`src/rtl/ssb_mod_seq_if.sv`:
```
// Control/status bundle between the SSB sequencer and its controller.
// The master side drives requests and config; the slave side is the sequencer.
interface ssb_mod_seq_if #(
   parameter int PINC_W = 32
);
   logic              start;
   logic              stop;
   logic              in_valid;
   logic              cfg_we;
   logic [PINC_W-1:0] cfg_pinc;
   logic [PINC_W-1:0] pinc;
   logic              core_sclr;
   logic              dds_ce;
   logic              mul_ce;
   logic              add_ce;
   logic              out_valid;
   logic              busy;
   logic              cfg_err;

   modport master (
      output start, stop, in_valid, cfg_we, cfg_pinc,
      input  pinc, core_sclr, dds_ce, mul_ce, add_ce,
      input  out_valid, busy, cfg_err
   );

   modport slave (
      input  start, stop, in_valid, cfg_we, cfg_pinc,
      output pinc, core_sclr, dds_ce, mul_ce, add_ce,
      output out_valid, busy, cfg_err
   );
endinterface

```
`src/rtl/ssb_mod_seq.sv`:
```
// SSB datapath sequencer: clear -> prime -> run -> drain, with a
// result-aligned valid pipe and the session-locked DDS phase increment.
module ssb_mod_seq #(
   parameter int                DDS_LAT  = 6,
   parameter int                MUL_LAT  = 4,
   parameter int                ADD_LAT  = 2,
   parameter int                CLR_CYC  = 4,
   parameter int                PINC_W   = 32,
   parameter logic [PINC_W-1:0] PINC_RST = 32'h0100_0000
) (
   input logic          clk,
   input logic          rst,
   ssb_mod_seq_if.slave bus
);

   localparam int PL   = MUL_LAT + ADD_LAT;
   localparam int CM0  = (CLR_CYC > DDS_LAT) ? CLR_CYC : DDS_LAT;
   localparam int CMAX = (CM0 > PL) ? CM0 : PL;
   localparam int CW   = (CMAX > 1) ? $clog2(CMAX) : 1;

   typedef enum logic [2:0] {
      S_IDLE,
      S_CLEAR,
      S_PRIME,
      S_RUN,
      S_DRAIN
   } state_t;

   state_t            r_state;
   state_t            w_state;
   logic [CW-1:0]     r_cnt;
   logic [CW-1:0]     w_cnt;
   logic [PL-1:0]     r_pipe;
   logic [PL-1:0]     w_pipe;
   logic [PINC_W-1:0] r_pinc;
   logic              r_sclr;
   logic              r_dds;
   logic              r_mul;
   logic              r_add;
   logic              r_busy;
   logic              r_err;
   logic              w_sclr;
   logic              w_dds;
   logic              w_mul;
   logic              w_add;
   logic              w_shift_in;
   logic              w_cnt_zero;

   assign w_cnt_zero = (r_cnt == '0);

   // Enables are computed for the next state so they land with it.
   always_comb begin
      w_state = r_state;
      w_cnt   = r_cnt;
      w_sclr  = 1'b0;
      w_dds   = 1'b0;
      w_mul   = 1'b0;
      w_add   = 1'b0;
      unique case (r_state)
         S_IDLE: begin
            if (bus.start) begin
               w_state = S_CLEAR;
               w_cnt   = CW'(CLR_CYC - 1);
               w_sclr  = 1'b1;
            end
         end
         S_CLEAR: begin
            if (bus.stop) begin
               w_state = S_IDLE;
               w_cnt   = '0;
            end else if (w_cnt_zero) begin
               w_state = S_PRIME;
               w_cnt   = CW'(DDS_LAT - 1);
               w_dds   = 1'b1;
            end else begin
               w_cnt  = r_cnt - 1'b1;
               w_sclr = 1'b1;
            end
         end
         S_PRIME: begin
            if (bus.stop) begin
               w_state = S_IDLE;
               w_cnt   = '0;
            end else if (w_cnt_zero) begin
               w_state = S_RUN;
               w_cnt   = '0;
               w_dds   = 1'b1;
               w_mul   = 1'b1;
               w_add   = 1'b1;
            end else begin
               w_cnt = r_cnt - 1'b1;
               w_dds = 1'b1;
            end
         end
         S_RUN: begin
            w_dds = 1'b1;
            w_mul = 1'b1;
            w_add = 1'b1;
            if (bus.stop) begin
               w_state = S_DRAIN;
               w_cnt   = CW'(PL - 1);
            end
         end
         S_DRAIN: begin
            if (w_cnt_zero) begin
               w_state = S_IDLE;
               w_cnt   = '0;
            end else begin
               w_cnt = r_cnt - 1'b1;
               w_dds = 1'b1;
               w_mul = 1'b1;
               w_add = 1'b1;
            end
         end
         default: begin
            w_state = S_IDLE;
            w_cnt   = '0;
         end
      endcase
   end

   assign w_shift_in = (r_state == S_RUN) && bus.in_valid;

   always_comb begin
      w_pipe = '0;
      if ((r_state == S_RUN || r_state == S_DRAIN) && w_state != S_IDLE)
         w_pipe = (r_pipe << 1) | PL'(w_shift_in);
   end

   always_ff @(posedge clk or negedge rst) begin
      if (!rst) begin
         r_state <= S_IDLE;
         r_cnt   <= '0;
         r_pipe  <= '0;
         r_sclr  <= 1'b0;
         r_dds   <= 1'b0;
         r_mul   <= 1'b0;
         r_add   <= 1'b0;
         r_busy  <= 1'b0;
      end else begin
         r_state <= w_state;
         r_cnt   <= w_cnt;
         r_pipe  <= w_pipe;
         r_sclr  <= w_sclr;
         r_dds   <= w_dds;
         r_mul   <= w_mul;
         r_add   <= w_add;
         r_busy  <= (w_state != S_IDLE);
      end
   end

   // Phase increment is frozen for the whole session.
   always_ff @(posedge clk or negedge rst) begin
      if (!rst) begin
         r_pinc <= PINC_RST;
         r_err  <= 1'b0;
      end else begin
         r_err <= bus.cfg_we && (r_state != S_IDLE);
         if (bus.cfg_we && r_state == S_IDLE)
            r_pinc <= bus.cfg_pinc;
      end
   end

   assign bus.pinc      = r_pinc;
   assign bus.core_sclr = r_sclr;
   assign bus.dds_ce    = r_dds;
   assign bus.mul_ce    = r_mul;
   assign bus.add_ce    = r_add;
   assign bus.out_valid = r_pipe[PL-1];
   assign bus.busy      = r_busy;
   assign bus.cfg_err   = r_err;

endmodule

```
`src/flat_wrapper.sv`:
```
// flat-port wrapper written by rule: the top's interface ports become plain ports
module ssb_mod_seq_flat 
#(
   parameter int                DDS_LAT  = 6,
   parameter int                MUL_LAT  = 4,
   parameter int                ADD_LAT  = 2,
   parameter int                CLR_CYC  = 4,
   parameter int                PINC_W   = 32,
   parameter logic [PINC_W-1:0] PINC_RST = 32'h0100_0000
)
  (clk, rst, bus_start, bus_stop, bus_in_valid, bus_cfg_we, bus_cfg_pinc, bus_pinc, bus_core_sclr, bus_dds_ce, bus_mul_ce, bus_add_ce, bus_out_valid, bus_busy, bus_cfg_err);
  ssb_mod_seq_if #(.PINC_W(PINC_W)) bus_i ();
  input logic clk;
  input logic rst;
  input wire logic [$bits(bus_i.start)-1:0] bus_start;
  input wire logic [$bits(bus_i.stop)-1:0] bus_stop;
  input wire logic [$bits(bus_i.in_valid)-1:0] bus_in_valid;
  input wire logic [$bits(bus_i.cfg_we)-1:0] bus_cfg_we;
  input wire logic [$bits(bus_i.cfg_pinc)-1:0] bus_cfg_pinc;
  output wire logic [$bits(bus_i.pinc)-1:0] bus_pinc;
  output wire logic [$bits(bus_i.core_sclr)-1:0] bus_core_sclr;
  output wire logic [$bits(bus_i.dds_ce)-1:0] bus_dds_ce;
  output wire logic [$bits(bus_i.mul_ce)-1:0] bus_mul_ce;
  output wire logic [$bits(bus_i.add_ce)-1:0] bus_add_ce;
  output wire logic [$bits(bus_i.out_valid)-1:0] bus_out_valid;
  output wire logic [$bits(bus_i.busy)-1:0] bus_busy;
  output wire logic [$bits(bus_i.cfg_err)-1:0] bus_cfg_err;
  assign bus_i.start = bus_start;
  assign bus_i.stop = bus_stop;
  assign bus_i.in_valid = bus_in_valid;
  assign bus_i.cfg_we = bus_cfg_we;
  assign bus_i.cfg_pinc = bus_cfg_pinc;
  assign bus_pinc = bus_i.pinc;
  assign bus_core_sclr = bus_i.core_sclr;
  assign bus_dds_ce = bus_i.dds_ce;
  assign bus_mul_ce = bus_i.mul_ce;
  assign bus_add_ce = bus_i.add_ce;
  assign bus_out_valid = bus_i.out_valid;
  assign bus_busy = bus_i.busy;
  assign bus_cfg_err = bus_i.cfg_err;
  ssb_mod_seq #(.DDS_LAT(DDS_LAT), .MUL_LAT(MUL_LAT), .ADD_LAT(ADD_LAT), .CLR_CYC(CLR_CYC), .PINC_W(PINC_W), .PINC_RST(PINC_RST)) u_core (.clk(clk), .rst(rst), .bus(bus_i));
endmodule
```
`config.mk`:
```
export PLATFORM = sky130hd
export DESIGN_NAME = ssb_mod_seq_flat
export DESIGN_NICKNAME = d
export VERILOG_FILES = /design/src/rtl/ssb_mod_seq_if.sv /design/src/rtl/ssb_mod_seq.sv /design/src/flat_wrapper.sv
export SDC_FILE = /design/constraint.sdc
export NUM_CORES = 1
export LEC_CHECK = 0
export ABC_AREA = 1
export CORE_ASPECT_RATIO = 0.8
export CORE_UTILIZATION = 44
export DETAILED_ROUTE_END_ITERATION = 10
export PLACE_DENSITY_LB_ADDON = 0.15
export SLEW_MARGIN = 20
export SYNTH_ARGS = -nofsm -noshare
export SYNTH_HDL_FRONTEND = slang
export SYNTH_SLANG_ARGS = --single-unit
```
`constraint.sdc`:
```
create_clock -name clk -period 1.8 [get_ports clk]
set_clock_uncertainty 0.2 [all_clocks]
set_input_delay 0.36 -clock clk [delete_from_list [all_inputs] [get_ports clk]]
set_output_delay 0.36 -clock clk [all_outputs]
set_load 0.01 [all_outputs]
```
==> qor.txt <==
number of buffers created by CTS: 5
routed via count: 1429
total overflow reported by the global router: 0
maximum fanout along the worst path: 2
arrival time at the worst endpoint: 1200 ps
final hold vios: 0
Filler Cell Count: 376
post-CTS setup-driven buffer insertion count: 0
post-synthesis register bit count: 49
post-layout min period: 1760 ps
placed cell count: 307
Iter 0 DRT Violations: 71
proportion of layout cells with a drive suffix above 1: 21.6%
count of synthesis-stage warnings from yosys: 0
area of the die: 5180 sq um
highest-count cells in the layout ignoring fill and taps: clkdlybuf4s50_1 (53), dfrtp_1 (48), mux2_4 (30), nand2_1 (23), inv_1 (22)
ports placed on the boundary: 77
total clock sinks: 49
most frequent standard cell in the layout excluding fill and tap cells: clkdlybuf4s50_1
starting utilization of the core area: 46.3%
slowest stage cell, crit path: clkdlybuf4s50_1
number of antenna violations at the first check in global routing: 0
core region area: 4650 sq um
worst reg-to-reg setup slack: 150 ps
kind of critical path: reg -> out
Routed Antenna Nets: 0
number of setup violations in the final report: 0
Leak Pwr: 1.69 nW
Slew headroom: 75.4%
Max-cap violations: 0
die outline height: 64.6 um
CTS tree: yes
Period Utilization, post-route: 97.5%
Setup WS pre-CTS: -19.6 ps
cell family contributing the most delay on the critical path: buffers and inverters
number of slew-limit violations in the final report: 0
drt pass-1 iters: 4
library cell used as clock root buffer: clkbuf_8
sequential cell area fraction in the yosys report: 57.0%
maximum number of buffers from clock root to sink: 2
horizontal extent of the die: 80.2 um
clock latency reported for the late side of the worst-skew pair: 290 ps
min setup slack post-route: 44.4 ps
clock slew at the register clock pins of the worst setup and hold paths: 80 ps
largest vdd supply drop: 0.958 mV
Area growth syn-to-layout: 45.5%
number of instances on the worst hold path: 2
Critical Path Start Type: register
transition at the pin with the smallest max-transition slack: 369 ps
number of global-route vias before repair: 1368
Total GRT Usage: 17.2%
wire length of the first global-routing pass: 6580 um
number of I/O port buffers: 76
end of the worst register-to-register path: u_core.bus.pinc[20]
portion of synthesized cell area occupied by the leading cell type: 55.7%
area of the mapped netlist: 2150 sq um
count of standard-cell rows: 22
Post-route DRC: 0
gate count of the mapped netlist: 169
routability-driven placement congestion ratio: 0.889
mean routed wirelength per cell: 13.1 um
number of cells traversed by the worst register-to-register path: 6
Hold WC Path Type: reg -> reg
CP required: 1240 ps
Critical R2R Launch: u_core.r_state[0]
number of cells in the finished layout apart from fillers: 315
largest net degree at the start of global routing: 36
biggest area contributors in the synthesized netlist: dfrtp_1 (56%), mux2_4 (21%), nand2_1 (4.0%)
Worst setup EP type: output pin
dpl hpwl: 3060 um
PnR Total Power: 5.09 mW
maximum cell stage delay along the critical path: 540 ps
Post-Route Hold Slack: 273 ps
result of the run: finished clean
cell taking the most area after synthesis: dfrtp_1
average cell area after synthesis: 12.7 sq um
worst hold path startpoint: u_core.r_pipe[2]
Cell variety after synth: 22
Cell Pwr Density: 1620 nW/um^2
Inserted Diodes: 0
Buf/Inv on CP: 1
Detailed Route WL: 4110 um
Post-Syn Nets: 207
via/cell ratio: 4.54
nets: 293
htree depth: 2
ordered cell list for the critical path: clkdlybuf4s50_1
Hold Path End: u_core.r_pipe[3]
maximum clock frequency: 570 MHz
TNS Setup: 0 ps
## area by class of cell
type	instances	area [sq um]	share of cell area [%]
Sequential cell	49	1230	39.1
Timing Repair Buffer	83	887	28.3
Multi-Input combinational cell	91	763	24.3
Inverter	25	96.3	3.07
Clock buffer	7	86.3	2.75
Tap cell	60	75.1	2.39
## how the worst max path moves through the flow
stage / startpoint / endpoint / slack (ps) / depth (start not counted)
after floorplan: u_core.r_state[0] / u_core.bus.pinc[10] / 270 / 6
after global placement: bus_stop / u_core.bus.busy / -3 / 8
after detailed placement: bus_stop / u_core.bus.busy / -20 / 8
after CTS: u_core.bus.pinc[26] / bus_pinc[26] / 0.7 / 1
after global routing: u_core.bus.pinc[14] / bus_pinc[14] / -3 / 1
final: u_core.bus.pinc[22] / bus_pinc[22] / 40 / 1
## routing by layer
metal | share of wire [%] | global-route usage [%] | vias to the layer above | wire [um]
met2 | 43 | 24.0 | 58 | 1770
met5 | 0 | 0 | - | 0
met3 | 6.7 | 5.07 | 5 | 277
met1 | 49 | 25.2 | 659 | 2020
li1 | - | - | 707 | -
met4 | 1.2 | 6.03 | 0 | 49
## report_power, final
group          switching, mW  internal (mW)
Sequential             0.272           1.58
Clock                  0.330          0.305
Combinational           1.04           1.56
## state kept, by name, summed over array words and instances (netlist names)
| signal | cells |
|---|---|
| u_core.bus.pinc | 32 |
| u_core.r_pipe | 6 |
| u_core.r_cnt | 3 |
| u_core.r_state | 3 |
| u_core.bus.busy | 1 |
| u_core.bus.cfg_err | 1 |
| u_core.bus.core_sclr | 1 |
| u_core.bus.dds_ce | 1 |
| u_core.bus.mul_ce | 1 |
## repair_timing
item / 4_1_cts / 5_1_grt
gates resized for setup: 1 / 21
endpoints found under the setup margin: 1 / 21
endpoints found under the hold margin: 14 / 0
hold buffers: 1 / 0
## per-stage QoR
step                      area, sq um  utilization (%)
final                            3140             67.4
after global routing             3140             67.4
after CTS                        3080             66.3
after detailed placement         2990             64.2
after global placement           2990             64.2
after floorplan                  2150                -
## cell usage after synthesis
| library cell | count |
|---|---|
| o21ai_0 | 2 |
| buf_4 | 1 |
| a21oi_1 | 2 |
| nand4_1 | 3 |
| inv_4 | 1 |
| mux2_4 | 30 |
| nor2_4 | 1 |
| buf_12 | 3 |
| inv_2 | 2 |
| nor3_1 | 1 |
| inv_1 | 22 |
| nand2_1 | 23 |
| mux2_2 | 2 |
| nand2_2 | 1 |
| nand3_1 | 7 |
| dfrtp_1 | 48 |
| o21a_1 | 1 |
| nor3_4 | 1 |
| nor2_1 | 14 |
| nand2_4 | 2 |
| o21ai_2 | 1 |
| dfstp_2 | 1 |
## tightest hold or removal path, stage by stage, from the launching register on
cell and delay, ps:
dfrtp_1 360, inv_1 50, nor2_1 30
## kinds of logic (layout without fill, tap and decap cells)
logic type	count (synthesis)	in the layout	synth area share, %
buffers and inverters	29	115	7.61
and+or+nand+nor	53	53	11.8
muxes	32	32	22.0
DFF	49	49	57.0
AOI/OAI and AO/OA	6	6	1.68
Note: power is estimated with default switching activity, not from simulation.
